### src/rtl/fp_accum_pkg.sv
//----------------------------------------------------------------------------
// fp_accum_pkg : number-format defines, shared constants and FSM encoding
// Rev 1.0      : initial release
//----------------------------------------------------------------------------
`default_nettype none

`ifndef FP_ACCUM_DEFS
`define FP_ACCUM_DEFS
`define EXP_W  8
`define M_W    7
`define BIT_W  (1 + `EXP_W + `M_W)
`define MULT_W (2 * (`M_W + 1))
`endif

package fp_accum_pkg;

    localparam int BIT_W = `BIT_W;
    localparam int EXP_W = `EXP_W;
    localparam int M_W   = `M_W;

    localparam int                EXP_BIAS = 2 ** (`EXP_W - 1) - 1;
    localparam logic [EXP_W-1:0]  EXP_MAX  = '1;

    // Significand: hidden bit + mantissa + 2 guard bits; sum adds a carry bit
    localparam int MX_W  = M_W + 3;
    localparam int SUM_W = M_W + 4;
    localparam int LZC_W = $clog2(SUM_W + 1);

    typedef enum logic [2:0] {
        ST_IDLE  = 3'd0,
        ST_ALIGN = 3'd1,
        ST_ADD   = 3'd2,
        ST_NORM  = 3'd3,
        ST_EMIT  = 3'd4
    } state_t;

    function automatic logic [MX_W-1:0] sig_of(input logic [EXP_W-1:0] e,
                                               input logic [M_W-1:0]   m);
        return (e == '0) ? '0 : {1'b1, m, 2'b00};
    endfunction

endpackage

`default_nettype wire

### src/rtl/fp_accum_lzc.sv
//----------------------------------------------------------------------------
// fp_lzc : combinational leading-zero counter over the unnormalised sum
// Rev 1.0: initial release
//----------------------------------------------------------------------------
`default_nettype none

module fp_lzc
    import fp_accum_pkg::*;
(
    input  logic [SUM_W-1:0] sum,
    output logic [LZC_W-1:0] lzc
);

    // Scanning upward lets the highest set bit win the last assignment
    always_comb begin
        lzc = LZC_W'(SUM_W);
        for (int i = 0; i < SUM_W; i++) begin
            if (sum[i]) begin
                lzc = LZC_W'(SUM_W - 1 - i);
            end
        end
    end

endmodule

`default_nettype wire

### src/rtl/fp_accum.sv
//----------------------------------------------------------------------------
// fp_accum : sequential FP accumulator, 4-cycle align/add/normalise per term
// Optional : FP_ACCUM_OVF_FLAG_EN adds the sticky out_ovf flag
// Rev 1.0  : initial release
//----------------------------------------------------------------------------
`default_nettype none

module fp_accum
    import fp_accum_pkg::*;
#(
    parameter int CNT_W = 8
) (
    input  logic              clk,
    input  logic              rst,
    input  logic              in_valid,
    output logic              in_ready,
    input  logic [`BIT_W-1:0] in_data,
    input  logic              in_last,
    output logic              out_valid,
    input  logic              out_ready,
    output logic [`BIT_W-1:0] out_data,
    output logic [CNT_W-1:0]  out_count
`ifdef FP_ACCUM_OVF_FLAG_EN
    ,
    output logic              out_ovf
`endif
);

    localparam logic signed [EXP_W:0] C_EXP_ONE  = (EXP_W + 1)'(1);
    localparam logic signed [EXP_W:0] C_EXP_ZERO = '0;
    localparam logic signed [EXP_W:0] C_EXP_SAT  = {1'b0, EXP_MAX};

    state_t             r_state;
    logic               r_in_ready;
    logic               r_out_valid;
    logic [BIT_W-1:0]   r_out_data;
    logic [CNT_W-1:0]   r_out_count;
    logic [BIT_W-1:0]   r_acc;
    logic [CNT_W-1:0]   r_count;
    logic [BIT_W-1:0]   r_a;
    logic [BIT_W-1:0]   r_b;
    logic               r_last;
    logic               r_x_sign;
    logic               r_sub;
    logic [EXP_W-1:0]   r_ex;
    logic [MX_W-1:0]    r_mx;
    logic [MX_W-1:0]    r_my;
    logic               r_sat;
    logic               r_sat_sign;
    logic [SUM_W-1:0]   r_sum;

    logic [EXP_W-1:0]   w_a_exp, w_b_exp, w_x_exp, w_y_exp, w_diff;
    logic [MX_W-1:0]    w_a_sig, w_b_sig, w_x_sig, w_y_sig, w_y_shift;
    logic               w_a_sat, w_b_sat, w_b_is_x;

    logic [LZC_W-1:0]        w_lzc;
    logic [SUM_W-1:0]        w_norm;
    logic signed [EXP_W:0]   w_ex_s, w_lzc_s, w_exp_res;
    logic [BIT_W-1:0]        w_res;
    logic                    w_res_sat;
    logic [CNT_W-1:0]        w_count_next;
    logic                    w_unused_guard;

    assign in_ready  = r_in_ready;
    assign out_valid = r_out_valid;
    assign out_data  = r_out_data;
    assign out_count = r_out_count;

    // Operand ordering and alignment: X is the larger magnitude
    always_comb begin
        w_a_exp   = r_a[BIT_W-2:M_W];
        w_b_exp   = r_b[BIT_W-2:M_W];
        w_a_sig   = sig_of(w_a_exp, r_a[M_W-1:0]);
        w_b_sig   = sig_of(w_b_exp, r_b[M_W-1:0]);
        w_a_sat   = (w_a_exp == EXP_MAX);
        w_b_sat   = (w_b_exp == EXP_MAX);
        w_b_is_x  = {w_b_exp, w_b_sig} > {w_a_exp, w_a_sig};
        w_x_exp   = w_b_is_x ? w_b_exp : w_a_exp;
        w_y_exp   = w_b_is_x ? w_a_exp : w_b_exp;
        w_x_sig   = w_b_is_x ? w_b_sig : w_a_sig;
        w_y_sig   = w_b_is_x ? w_a_sig : w_b_sig;
        w_diff    = w_x_exp - w_y_exp;
        w_y_shift = (w_diff >= EXP_W'(M_W + 2)) ? '0 : (w_y_sig >> w_diff);
    end

    fp_lzc u_lzc (
        .sum (r_sum),
        .lzc (w_lzc)
    );

    // Normalise: hidden bit lands at the top of w_norm, so exponent moves by 1-lzc
    always_comb begin
        w_norm    = r_sum << w_lzc;
        w_ex_s    = {1'b0, r_ex};
        w_lzc_s   = {{(EXP_W + 1 - LZC_W){1'b0}}, w_lzc};
        w_exp_res = w_ex_s + C_EXP_ONE - w_lzc_s;
        w_res_sat = 1'b0;
        if (r_sat) begin
            w_res     = {r_sat_sign, EXP_MAX, {M_W{1'b0}}};
            w_res_sat = 1'b1;
        end else if (!w_norm[SUM_W-1] || (w_exp_res <= C_EXP_ZERO)) begin
            w_res = '0;
        end else if (w_exp_res >= C_EXP_SAT) begin
            w_res     = {r_x_sign, EXP_MAX, {M_W{1'b0}}};
            w_res_sat = 1'b1;
        end else begin
            w_res = {r_x_sign, w_exp_res[EXP_W-1:0], w_norm[SUM_W-2 -: M_W]};
        end
        w_count_next = (r_count == '1) ? r_count : r_count + 1'b1;
    end

    assign w_unused_guard = ^w_norm[2:0];

    always_ff @(posedge clk) begin
        if (rst) begin
            r_state     <= ST_IDLE;
            r_in_ready  <= 1'b1;
            r_out_valid <= 1'b0;
            r_out_data  <= '0;
            r_out_count <= '0;
            r_acc       <= '0;
            r_count     <= '0;
            r_a         <= '0;
            r_b         <= '0;
            r_last      <= 1'b0;
            r_x_sign    <= 1'b0;
            r_sub       <= 1'b0;
            r_ex        <= '0;
            r_mx        <= '0;
            r_my        <= '0;
            r_sat       <= 1'b0;
            r_sat_sign  <= 1'b0;
            r_sum       <= '0;
        end else begin
            case (r_state)
                ST_IDLE: begin
                    if (in_valid && r_in_ready) begin
                        r_a        <= r_acc;
                        r_b        <= in_data;
                        r_last     <= in_last;
                        r_in_ready <= 1'b0;
                        r_state    <= ST_ALIGN;
                    end
                end
                ST_ALIGN: begin
                    r_x_sign   <= w_b_is_x ? r_b[BIT_W-1] : r_a[BIT_W-1];
                    r_sub      <= r_a[BIT_W-1] ^ r_b[BIT_W-1];
                    r_ex       <= w_x_exp;
                    r_mx       <= w_x_sig;
                    r_my       <= w_y_shift;
                    r_sat      <= w_a_sat | w_b_sat;
                    // Two saturated operands keep the accumulator's sign
                    r_sat_sign <= (w_a_sat && w_b_sat) ? r_a[BIT_W-1]
                                : (w_b_is_x ? r_b[BIT_W-1] : r_a[BIT_W-1]);
                    r_state    <= ST_ADD;
                end
                ST_ADD: begin
                    r_sum   <= r_sub ? ({1'b0, r_mx} - {1'b0, r_my})
                                     : ({1'b0, r_mx} + {1'b0, r_my});
                    r_state <= ST_NORM;
                end
                ST_NORM: begin
                    r_acc   <= w_res;
                    r_count <= w_count_next;
                    if (r_last) begin
                        r_out_valid <= 1'b1;
                        r_out_data  <= w_res;
                        r_out_count <= w_count_next;
                        r_state     <= ST_EMIT;
                    end else begin
                        r_in_ready <= 1'b1;
                        r_state    <= ST_IDLE;
                    end
                end
                ST_EMIT: begin
                    if (out_ready) begin
                        r_out_valid <= 1'b0;
                        r_acc       <= '0;
                        r_count     <= '0;
                        r_in_ready  <= 1'b1;
                        r_state     <= ST_IDLE;
                    end
                end
                default: begin
                    r_in_ready <= 1'b1;
                    r_state    <= ST_IDLE;
                end
            endcase
        end
    end

`ifdef FP_ACCUM_OVF_FLAG_EN
    logic r_ovf;

    assign out_ovf = r_ovf;

    always_ff @(posedge clk) begin
        if (rst) begin
            r_ovf <= 1'b0;
        end else if (r_state == ST_NORM) begin
            r_ovf <= r_ovf | w_res_sat;
        end else if ((r_state == ST_EMIT) && out_ready) begin
            r_ovf <= 1'b0;
        end
    end
`endif

endmodule

`default_nettype wire

### config.mk
export PLATFORM = sky130hd
export DESIGN_NAME = fp_accum
export DESIGN_NICKNAME = d
export VERILOG_FILES = /design/src/rtl/fp_accum_pkg.sv /design/src/rtl/fp_accum_lzc.sv /design/src/rtl/fp_accum.sv
export SDC_FILE = /design/constraint.sdc
export NUM_CORES = 1
export LEC_CHECK = 0
export ABC_AREA = 1
export CAP_MARGIN = 20
export CORE_AREA = 8 8 127 129
export CTS_CLUSTER_SIZE = 28
export DETAILED_ROUTE_END_ITERATION = 10
export DIE_AREA = 0 0 135 137
export MAX_ROUTING_LAYER = met4
export PLACE_DENSITY = 0.74
export SLEW_MARGIN = 20
export SYNTH_ARGS = -nofsm -noshare
export SYNTH_HDL_FRONTEND = slang
export SYNTH_SLANG_ARGS = --single-unit
### constraint.sdc
create_clock -name clk -period 4.67 [get_ports clk]
set_input_delay 0.934 -clock clk [delete_from_list [all_inputs] [get_ports clk]]
set_output_delay 0.934 -clock clk [all_outputs]
set_load 0.1 [all_outputs]
Yosys cells after proc, flatten, opt, wreduce, memory -nomap -nowiden:

Cells that the tools add are included.
W data, S select, Z words.

* register bits after elaboration: 129
* bits of input ports: 21
* word-level logic and storage cells: 99
* output and inout port bits: 26

* magnitude comparators: 4
* eq/ne operators: 11
* bitwise operators: 3
* multiplexer cells: 40
* reduce and logical (&&, ||, !) cells: 15
* shifts and indexed selects: 2
* add/subtract/negate cells: 6

Operators by type and width (count)
* $mux W10: 5
* $mux W16: 3
* $mux W4: 8
* $mux W8: 4
* $pmux W16 S2: 1
* $eq A8 B8 Y1 const B: 3
* $gt A18 B18 Y1: 1
* $logic_not A8 Y1: 2
* $pmux W8 S2: 1
* $mux W15: 1
* $pmux W3 S5: 1
* $add A10 B10 Y11: 1
* $mux W11: 1
* $shl A11 B4 Y11: 1
* $sub A10 B10 Y11: 1
* $shr A10 B8 Y10: 1
* $add A8 B1 Y9 const B: 1
* $ge A9 B9 Y1 const B: 1
* $le A9 B1 Y1 const B: 1
* $mux W3: 3
* $sub A9 B5 Y9: 1
* $add A8 B1 Y8 const B: 1
* $ge A8 B4 Y1 const B: 1
* $mux W1: 8
* 20 further kinds: 29

Logic depth before layout (Yosys ltp):

* depth in word-level cells: 17
* mapped depth: 37
* gate-level depth less buffers: 36

By module:

A second synthesis with hierarchy kept.

* cells, all modules: 1148
* area, all modules: 7726.2 um^2

Modules (own cells, without submodules)
* fp_accum: area each 7592.3 um^2, cells an instance 1120, times used 1, sequential area each 2542.4 um^2
* fp_lzc: area each 133.9 um^2, cells an instance 28, times used 1, sequential area each 0.0 um^2

Worst setup path after synthesis:

OpenSTA, ideal clock, no wires.

* path kind: reg-to-reg
* start: register r_sum[1]
* end: register r_acc[5]
* library setup time: 70 ps
* buffers on the path: 1
* cell stages (with the launch flop): 28
* period minus slack after synthesis: 4023 ps
* slack: 647 ps
* data required time: 4600 ps
* arrival time: 3952 ps
* cells stage by stage: dfxtp_1 -> inv_1 -> a21oi_1 -> o21ai_0 -> a21oi_1 -> o21ai_0 -> o21ai_1 -> clkbuf_1 -> inv_1 -> ha_1 -> ha_1 -> inv_1 -> fa_1 -> inv_1 -> a31oi_1 -> o21ai_0 -> a21oi_1 -> xor2_1 -> nand4_1 -> inv_1 -> ha_1 -> nand3_1 -> nand3_1 -> inv_1 -> nand2_1 -> a211oi_1 -> nand2_1 -> a21oi_1

* cells in the longest elaborated chain, start to end: 16
* elaborated cells on any way between the ends: 20
* those cells by class: add/sub (1); order compare (2); shift (1); mux (14); reduce/logical (2)

RTL lines
* start, declared: RTL line fp_accum.sv:50 `logic [SUM_W-1:0] r_sum;`
* start signal, assigned: RTL line fp_accum.sv:158 `r_sum <= r_sub ? ({1'b0, r_mx} - {1'b0, r_my})`
* $mux W2 (2 in a row): RTL line fp_accum_lzc.sv:18 `if (sum[i]) begin`
* $mux W4 (8 in a row): RTL line fp_accum_lzc.sv:18
* $sub A9 B5 Y9 / $shl A11 B4 Y11 (equally long branches): RTL line fp_accum.sv:96, fp_accum.sv:93
* $ge A9 B9 Y1 (tied with other cells): RTL line fp_accum.sv:103 `end else if (w_exp_res >= C_EXP_SAT) begin`
* $mux W15 / $logic_or A1 B1 Y1 (equally long branches): RTL line fp_accum.sv:103, fp_accum.sv:101
* $mux W16 *: RTL line fp_accum.sv:101 `end else if (!w_norm[SUM_W-1] || (w_exp_res <= C_EXP_ZERO)) begin`
* $mux W16 *: RTL line fp_accum.sv:98 `if (r_sat) begin`
* $pmux W16 S2 *: RTL line fp_accum.sv:135 `case (r_state)`
* end signal, assigned: RTL line fp_accum.sv:163 `r_acc <= w_res;`
* end, declared: RTL line fp_accum.sv:38 `logic [BIT_W-1:0] r_acc;`

Every way passes the cells marked *; elsewhere a longest branch is shown, timed or not.
A chain may end at the register's enable or synchronous reset.

Final worst setup path:

* start: register r_sum[10]
* end: register r_acc[1]

* cells in the longest elaborated chain, start to end: 7
* elaborated cells on any way between the ends: 11
* those cells by class: add/sub (1); order compare (2); shift (1); mux (5); reduce/logical (2)

RTL lines (RTL line)
* $mux W4: fp_accum_lzc.sv:18
* $sub A9 B5 Y9 / $shl A11 B4 Y11 (equally long branches): fp_accum.sv:96, fp_accum.sv:93
* $ge A9 B9 Y1 (tied with other cells): fp_accum.sv:103
* $mux W15 / $logic_or A1 B1 Y1 (equally long branches): fp_accum.sv:103, fp_accum.sv:101
* $mux W16 *: fp_accum.sv:101
* $mux W16 *: fp_accum.sv:98
* $pmux W16 S2 *: fp_accum.sv:135

Marks and branches as above.

==> metrics.log <==
INFO  metric status = completed
INFO  metric place.detailed.instances = 1331
INFO  metric grt_max_degree = 67
INFO  metric reg2reg_setup_slack = 400 ps
INFO  metric most_used_cell_cp = inv_1
INFO  metric drv_slew = 0
INFO  metric combPwrFrac = 0.558
INFO  metric buffer_ports.inserted = 46
INFO  metric setup.worst_path.end_class = flop
INFO  metric synth_top_family_by_area = simple AND/OR/NAND/NOR gates
INFO  metric grt_use_total = 0.2314
INFO  metric period_utilization_post_route = 0.9140
INFO  metric final_cell_count_no_fill = 1363
INFO  metric initial_utilization = 0.5364
INFO  metric globalRouteMet2Util = 0.3619
INFO  metric route.detailed.wl_per_inst = 14.91 um
INFO  metric grt_pass1_wl = 33750 um
INFO  metric yosys_register_bits = 127
INFO  metric power.share.sequential = 0.219
INFO  metric critPathRequiredTime = 5020 ps
INFO  metric cts_tree = built
INFO  metric clock_insertion_delay_worst_skew = 420 ps
INFO  metric critical_path.max_stage_delay = 460 ps
INFO  metric syn-instance-count = 1131
INFO  metric cellPowerDensity = 695.0 nW/um^2
INFO  metric clk_pin_slew_worst_setup_hold_paths = 60 ps
INFO  metric clock.fmax = 234.3 MHz
INFO  metric area_of_the_die = 18500 sq um
INFO  metric synth.area.mux_share = 0.001314
INFO  metric insertedDiodeCount = 0
INFO  metric rsz0062_at_grt = no
INFO  metric routed-via-count = 7446
INFO  metric grt_pass1_vias = 6978
INFO  metric fraction_of_layout_instances_using_a_drive_strength_above_1 = 0.07294
INFO  metric routed_wirelength = 20320 um
INFO  metric top_usage_layer = met2
INFO  metric core_region_area = 14200 sq um
INFO  metric power_frac_clock = 0.222
INFO  metric detailedRoute.firstPassIterationCount = 5
INFO  metric yosysSeqAreaShare = 0.3337
INFO  metric ir_worst_vdd = 338.9 uV
INFO  metric post_synth.cell_area_avg = 6.736 sq um
INFO  metric power_report.internal_total = 3.196 mW
INFO  metric fin_worst_skew = 6.530 ps
INFO  metric final_period_minus_worst_setup_slack = 4268 ps
INFO  metric cellLeakagePower = 3.924 nW
INFO  metric tightest_slew = 1004 ps
INFO  metric max_slew_margin = 0.3288
INFO  metric globalRoute.totalOverflow = 0
INFO  metric dr.first_iter.drc_count = 481
INFO  metric die_width = 135 um
INFO  metric post-cts-setup-buffers = 0
INFO  metric critical_path.cell_chain = nor2_1 > inv_1 > nor3_2 > inv_1 > nor2_4 > inv_1 > ha_1 > inv_1 > fa_1 > inv_1 > a31oi_1 > o21ai_0 > a21oi_1 > xor2_1 > nand4_1 > inv_1 > ha_1 > nand3_1 > nand3_2 > inv_1 > nand2_1 > nor3_1 > nand2_1 > a21oi_1
INFO  metric cts.root.buffer_cell = clkbuf_16
INFO  metric net_switching_share_of_the_total_power = 0.4832
INFO  metric grt.met1_usage = 0.2874
INFO  metric netlist.area_leader.share = 0.3337
INFO  metric drv_cap = 0
INFO  metric routabilityCongestion = 0.9179
INFO  metric post_cts_resize_count = 0
INFO  metric clock_tree.htree_level_count = 4
INFO  metric nNetsFinal = 1227
INFO  metric post_synth_and_or_nand_nor_area_fraction = 0.2370
INFO  metric worst_path_max_delay_cell = fa_1
INFO  metric layout.cells.most_common = nand2_1
INFO  metric critical_path_peak_fanout = 8
INFO  metric number_of_antenna_violations_at_the_first_check_in_global_routing = 0
INFO  metric synth.lib_cells_used.distinct = 48
INFO  metric remaining_drc_errors = 0
INFO  metric tns = 0 ps
INFO  metric tritoncts.num_buffers = 17
INFO  metric finalHoldViolations = 0
INFO  metric synth_adder_area_share = 0.06668
INFO  metric synth-compound-area-share = 0.2209
INFO  metric critPathLaunchType = flop
INFO  metric synthDominantAreaCellType = dfxtp_1
INFO  metric cts-hold-fix-buffers = 0
INFO  metric route.detailed.vias_per_inst = 5.463
INFO  metric cp.arrival = 4610 ps
INFO  metric min-delay-path-class = reg2reg
INFO  metric yosys_warnings = 0
INFO  metric clkSinkCount = 127
INFO  metric final_setup_fails = 0
INFO  metric mappedNetlistNets = 1192
INFO  metric p_sw = 2.989 mW
INFO  metric die_y = 137 um
INFO  metric synth.area.top_cells = dfxtp_1, nand2_1, o21ai_0
INFO  metric area_growth = 16.80%
INFO  metric setup.worst_path.class = reg2reg
INFO  metric floorplan.rows = 44
INFO  metric most_frequent_cells_in_the_layout = nand2_1, inv_1, dfxtp_1
INFO  metric post_synth_xor_area_fraction = 0.03317
INFO  metric met3_layer_usage_reported_by_global_route = 0.05176
INFO  metric mappedNetlistArea = 7619 sq um
INFO  metric post-dp-hpwl = 14430 um
INFO  metric clock_path_buffers = 2
INFO  metric num_io_pins = 47
INFO  metric drtAntennaViolNets = 0
[flip-flops by register name (all words and copies together) (netlist names)]
register / cells
in_ready: 1
out_count: 8
out_data: 16
out_valid: 1
r_a: 16
r_acc: 16
r_b: 16
r_count: 8
r_ex: 8
r_last: 1
r_mx: 8
r_my: 10
r_sat: 1
r_sat_sign: 1
r_state: 3
r_sub: 1
r_sum: 11
r_x_sign: 1
[worst paths after layout]
check / start / to / cells after the start
worst max-delay path: r_sum[10]$_SDFFE_PP0P_ / r_acc[1]$_SDFFE_PP0P_ / 24
worst min-delay path: r_acc[10]$_SDFFE_PP0P_ / r_acc[10]$_SDFFE_PP0P_ / 2
worst max register to register: r_sum[10]$_SDFFE_PP0P_ / r_acc[1]$_SDFFE_PP0P_ / 24
worst min register to register: r_acc[10]$_SDFFE_PP0P_ / r_acc[10]$_SDFFE_PP0P_ / 2
[cell type report]
class / instances / area (sq um)
fill: 1309 / 5305
clock inverter: 15 / 183.9
tap: 184 / 230.2
clock buffer: 17 / 425.4
sequential: 127 / 2542
inverter: 171 / 646.9
multi-input combinational: 790 / 4317
timing repair buffer: 59 / 553.0
[cells in the mapped netlist, drive strengths merged]
| library cell | n |
|---|---|
| a31o | 1 |
| o21bai | 18 |
| nand3 | 52 |
| clkinv | 3 |
| or2 | 1 |
| o31ai | 2 |
| o211a | 1 |
| a31oi | 15 |
| dfxtp | 127 |
| nand4 | 14 |
| xor2 | 17 |
| o221ai | 2 |
| nor3 | 11 |
| a21oi | 113 |
| nor2 | 74 |
| o32ai | 1 |
| a21o | 2 |
| o21ai | 129 |
| a22oi | 2 |
| a2bb2oi | 1 |
| or3 | 1 |
| fa | 1 |
| o21a | 1 |
| ha | 39 |
| inv | 168 |
| o211ai | 9 |
| o22ai | 6 |
| a211oi | 2 |
| o41ai | 1 |
| nor3b | 1 |
| nand3b | 1 |
| xnor2 | 11 |
| clkbuf | 41 |
| mux2i | 1 |
| a21boi | 1 |
| buf | 2 |
| nor4 | 8 |
| nand2 | 251 |
[power groups by stage]
stage | Combinational, mW | Clock (mW) | Sequential (mW)
final | 3.45 | 1.37 | 1.36
after global routing | 3.89 | 1.45 | 1.38
after CTS | 3.36 | 1.39 | 1.35
after detailed placement | 3.31 | 0 | 1.37
after global placement | 3.28 | 0 | 1.37
after floorplan | 2.55 | 0 | 1.39
[cell families after synthesis]
| logic type | after synthesis |
|---|---|
| and+or+nand+nor | 414 |
| AOI/OAI and AO/OA | 307 |
| buffers and inverters | 214 |
| DFF | 127 |
| adders and majority gates | 40 |
| xor gates and xnor gates | 28 |
| muxes | 1 |
[per-stage QoR]
stage          power, mW  cell area [sq um]  utilization  hold slack [ps]  setup slack [ps]
6_report           6.185               8899       0.6265            463.4             401.6
5_1_grt            6.715               8899       0.6265            479.8             5.363
3_3_place_gp       4.649               8247       0.5806            445.2             409.5
2_1_floorplan      3.944               7619            -            430.0             647.5
3_5_place_dp       4.686               8247       0.5806            453.4             188.2
4_1_cts            6.100               8856       0.6235            462.9             65.50
[per-layer routing]
layer  share of wire  up-vias
li1                -     3803
met5               0        -
met4           0.024        0
met2            0.45      201
met1            0.47     3401
met3           0.050       41
[critical path: cells and delay by family, from the launching register on]
kind,cells,cell delay [ps]
simple gates,9,1350
fa+ha+maj,3,1020
buf+inv,7,720
compound gates,4,520
flops,1,330
xor+xnor,1,240
Note: power is estimated with default switching activity, not from simulation.
==> RTL edit, RTL diff (same flow settings) <==
Put one more register stage on the output `out_count`, with the module's reset. The value now appears one clock later. The other outputs are not delayed to match.
--- a/src/rtl/fp_accum.sv
+++ b/src/rtl/fp_accum.sv
@@ -66,3 +66,9 @@
     assign out_data  = r_out_data;
-    assign out_count = r_out_count;
+    always_ff @(posedge clk) begin
+        if (rst) begin
+            out_count <= '0;
+        end else begin
+            out_count <= r_out_count;
+        end
+    end
 
Behaviour: not the same (a bounded check fails within 10 cycles, from zero or initial values and one cycle with rst high).
==> RTL edit against the unedited design <==
Maximum frequency fell by 1.3%; sequential power up 5%; critical path depth increased by 1; worst hold slack worse by 34 ps; count of clock-buffer cells in the layout up 1; setup slack worse by 54 ps; final area increased by 1.7%; core utilization rose by 1.1 points; area after synthesis rose by 2.4%; total power shrank 1.2%; routed wire length fell by 2.8%; sequential share of layout area grew 1.3 points; sequential cell count rose by 8.
==> RTL edit: results (changes against the unedited design) <==
<table>
<tr><th>Metric</th><th>Value</th></tr>
<tr><th colspan="2">Status</th></tr>
<tr><td>Run status</td><td>finished, final reports clean</td></tr>
<tr><th colspan="2">Placed design</th></tr>
<tr><td>Placed cells</td><td>1336 (+0.38%)</td></tr>
<tr><td>Placer Congestion</td><td>0.894 (-2.6%)</td></tr>
<tr><th colspan="2">Finish</th></tr>
<tr><td>Number of fillers in the final layout</td><td>1345 (+2.8%)</td></tr>
<tr><td>Multi-In Gates</td><td>784 (-0.76%)</td></tr>
<tr><td>Final-layout clock-cell area share</td><td>0.0635 (-0.00503)</td></tr>
<tr><td>Data-path buffer share of cell area in the final layout</td><td>0.0644 (+0.00227)</td></tr>
<tr><td>Clock buffer count in the final layout</td><td>18 (+1)</td></tr>
<tr><td>Non-clock inverters</td><td>170 (-0.58%)</td></tr>
<tr><td>Layout cells sized above 1</td><td>0.0786 (+0.00567)</td></tr>
<tr><td>Sequential Area</td><td>0.00270 sq mm (+6.3%)</td></tr>
<tr><td>Count of buffers not belonging to the clock network in the layout</td><td>63 (+6.8%)</td></tr>
<tr><td>Area of the multi-input gates</td><td>0.00432 sq mm (+0.15%)</td></tr>
<tr><th colspan="2">Detailed routing</th></tr>
<tr><td>Via density per instance</td><td>5.41 (-0.92%)</td></tr>
<tr><th colspan="2">Timing</th></tr>
<tr><td>Measured slew at the worst slew-check pin</td><td>986 ps (-17.7 ps)</td></tr>
<tr><td>Final worst slack</td><td>347 ps (-54.2 ps)</td></tr>
<tr><th colspan="2">Global route</th></tr>
<tr><td>Maximum number of pins on one net before global-route repair</td><td>74 (+10%)</td></tr>
<tr><td>First-pass GRT wire length</td><td>33.1 mm (-1.9%)</td></tr>
<tr><th colspan="2">Power and ir drop</th></tr>
<tr><td>Internal</td><td>3.22 mW (+0.80%)</td></tr>
<tr><td>Maximum vdd drop</td><td>0.000346 V (+2.0%)</td></tr>
<tr><th colspan="2">Critical path</th></tr>
<tr><td>CP Capture Point</td><td>r_acc[4]$_SDFFE_PP0P_</td></tr>
<tr><td>Largest fanout on the critical path</td><td>9 (+1)</td></tr>
<tr><td>Depth of the most critical reg-to-reg path</td><td>25 (+4.2%)</td></tr>
<tr><th colspan="2">Yosys</th></tr>
<tr><td>Cells after Synth</td><td>1135 (+0.35%)</td></tr>
<tr><td>Syn_nets</td><td>1196 (+0.34%)</td></tr>
<tr><td>Dominant cells by area after synthesis</td><td>dfxtp_1 35%, nand2_1 10%, a21oi_1 8.0%</td></tr>
<tr><td>Yosys cell types</td><td>52 (+8.3%)</td></tr>
<tr><td>Portion of the post-synthesis area used by sequential elements</td><td>0.346 (+0.0125)</td></tr>
<tr><td>Most numerous cell types in the synthesized netlist</td><td>212 x nand2_1, 160 x inv_1, 135 x dfxtp_1, 125 x a21oi_1, 122 x o21ai_0</td></tr>
<tr><td>Flip-flop and latch count after synthesis</td><td>135 (+6.3%)</td></tr>
</table>
## RTL edit: cell types whose count changed after synthesis, moves of 5 or more
cell / unedited run / this run
nand2_1: 242 / 212
a21oi_1: 113 / 125
nand3_1: 47 / 57
dfxtp_1: 127 / 135
nand2_2: 5 / 12
o21ai_1: 3 / 8
o22ai_1: 6 / 1
## RTL edit: kinds of logic (layout without fill, tap and decap cells)
| family | count (synthesis) | in the layout | share of synthesized area |
|---|---|---|---|
| AOI/OAI and AO/OA | 310 | 310 | 0.216 |
| xor gates and xnor gates | 29 | 29 | 0.0335 |
| adders and majority gates | 40 | 40 | 0.0651 |
| buffers and inverters | 216 | 264 | 0.106 |
| DFF | 135 | 135 | 0.346 |
| muxes | 2 | 2 | 0.00273 |
| and+or+nand+nor | 403 | 403 | 0.230 |
## RTL edit: layer usage
metal,up-vias,track usage,part of all wire
li1,3815,-,-
met1,3380,0.292,0.51
met2,172,0.350,0.44
met3,32,0.0400,0.038
met4,0,0.0728,0.017
met5,-,-,0
## RTL edit: worst min path at each step
stage                                           start                 endpoint  slack (ps)  cells after the start
after floorplan           r_out_count[6]$_SDFFE_PP0P_  out_count[6]$_SDFF_PP0_         400                      2
after global placement    r_out_count[6]$_SDFFE_PP0P_  out_count[6]$_SDFF_PP0_         420                      2
after detailed placement  r_out_count[6]$_SDFFE_PP0P_  out_count[6]$_SDFF_PP0_         420                      2
after CTS                 r_out_count[6]$_SDFFE_PP0P_  out_count[6]$_SDFF_PP0_         430                      2
after global routing      r_out_count[1]$_SDFFE_PP0P_  out_count[1]$_SDFF_PP0_         450                      2
final                     r_out_count[4]$_SDFFE_PP0P_  out_count[4]$_SDFF_PP0_         430                      2
## RTL edit: what timing repair did
action | in CTS | in global routing
gates resized for setup | 0 | 8
hold buffers | 0 | 0
endpoints found under the setup margin | 0 | 36
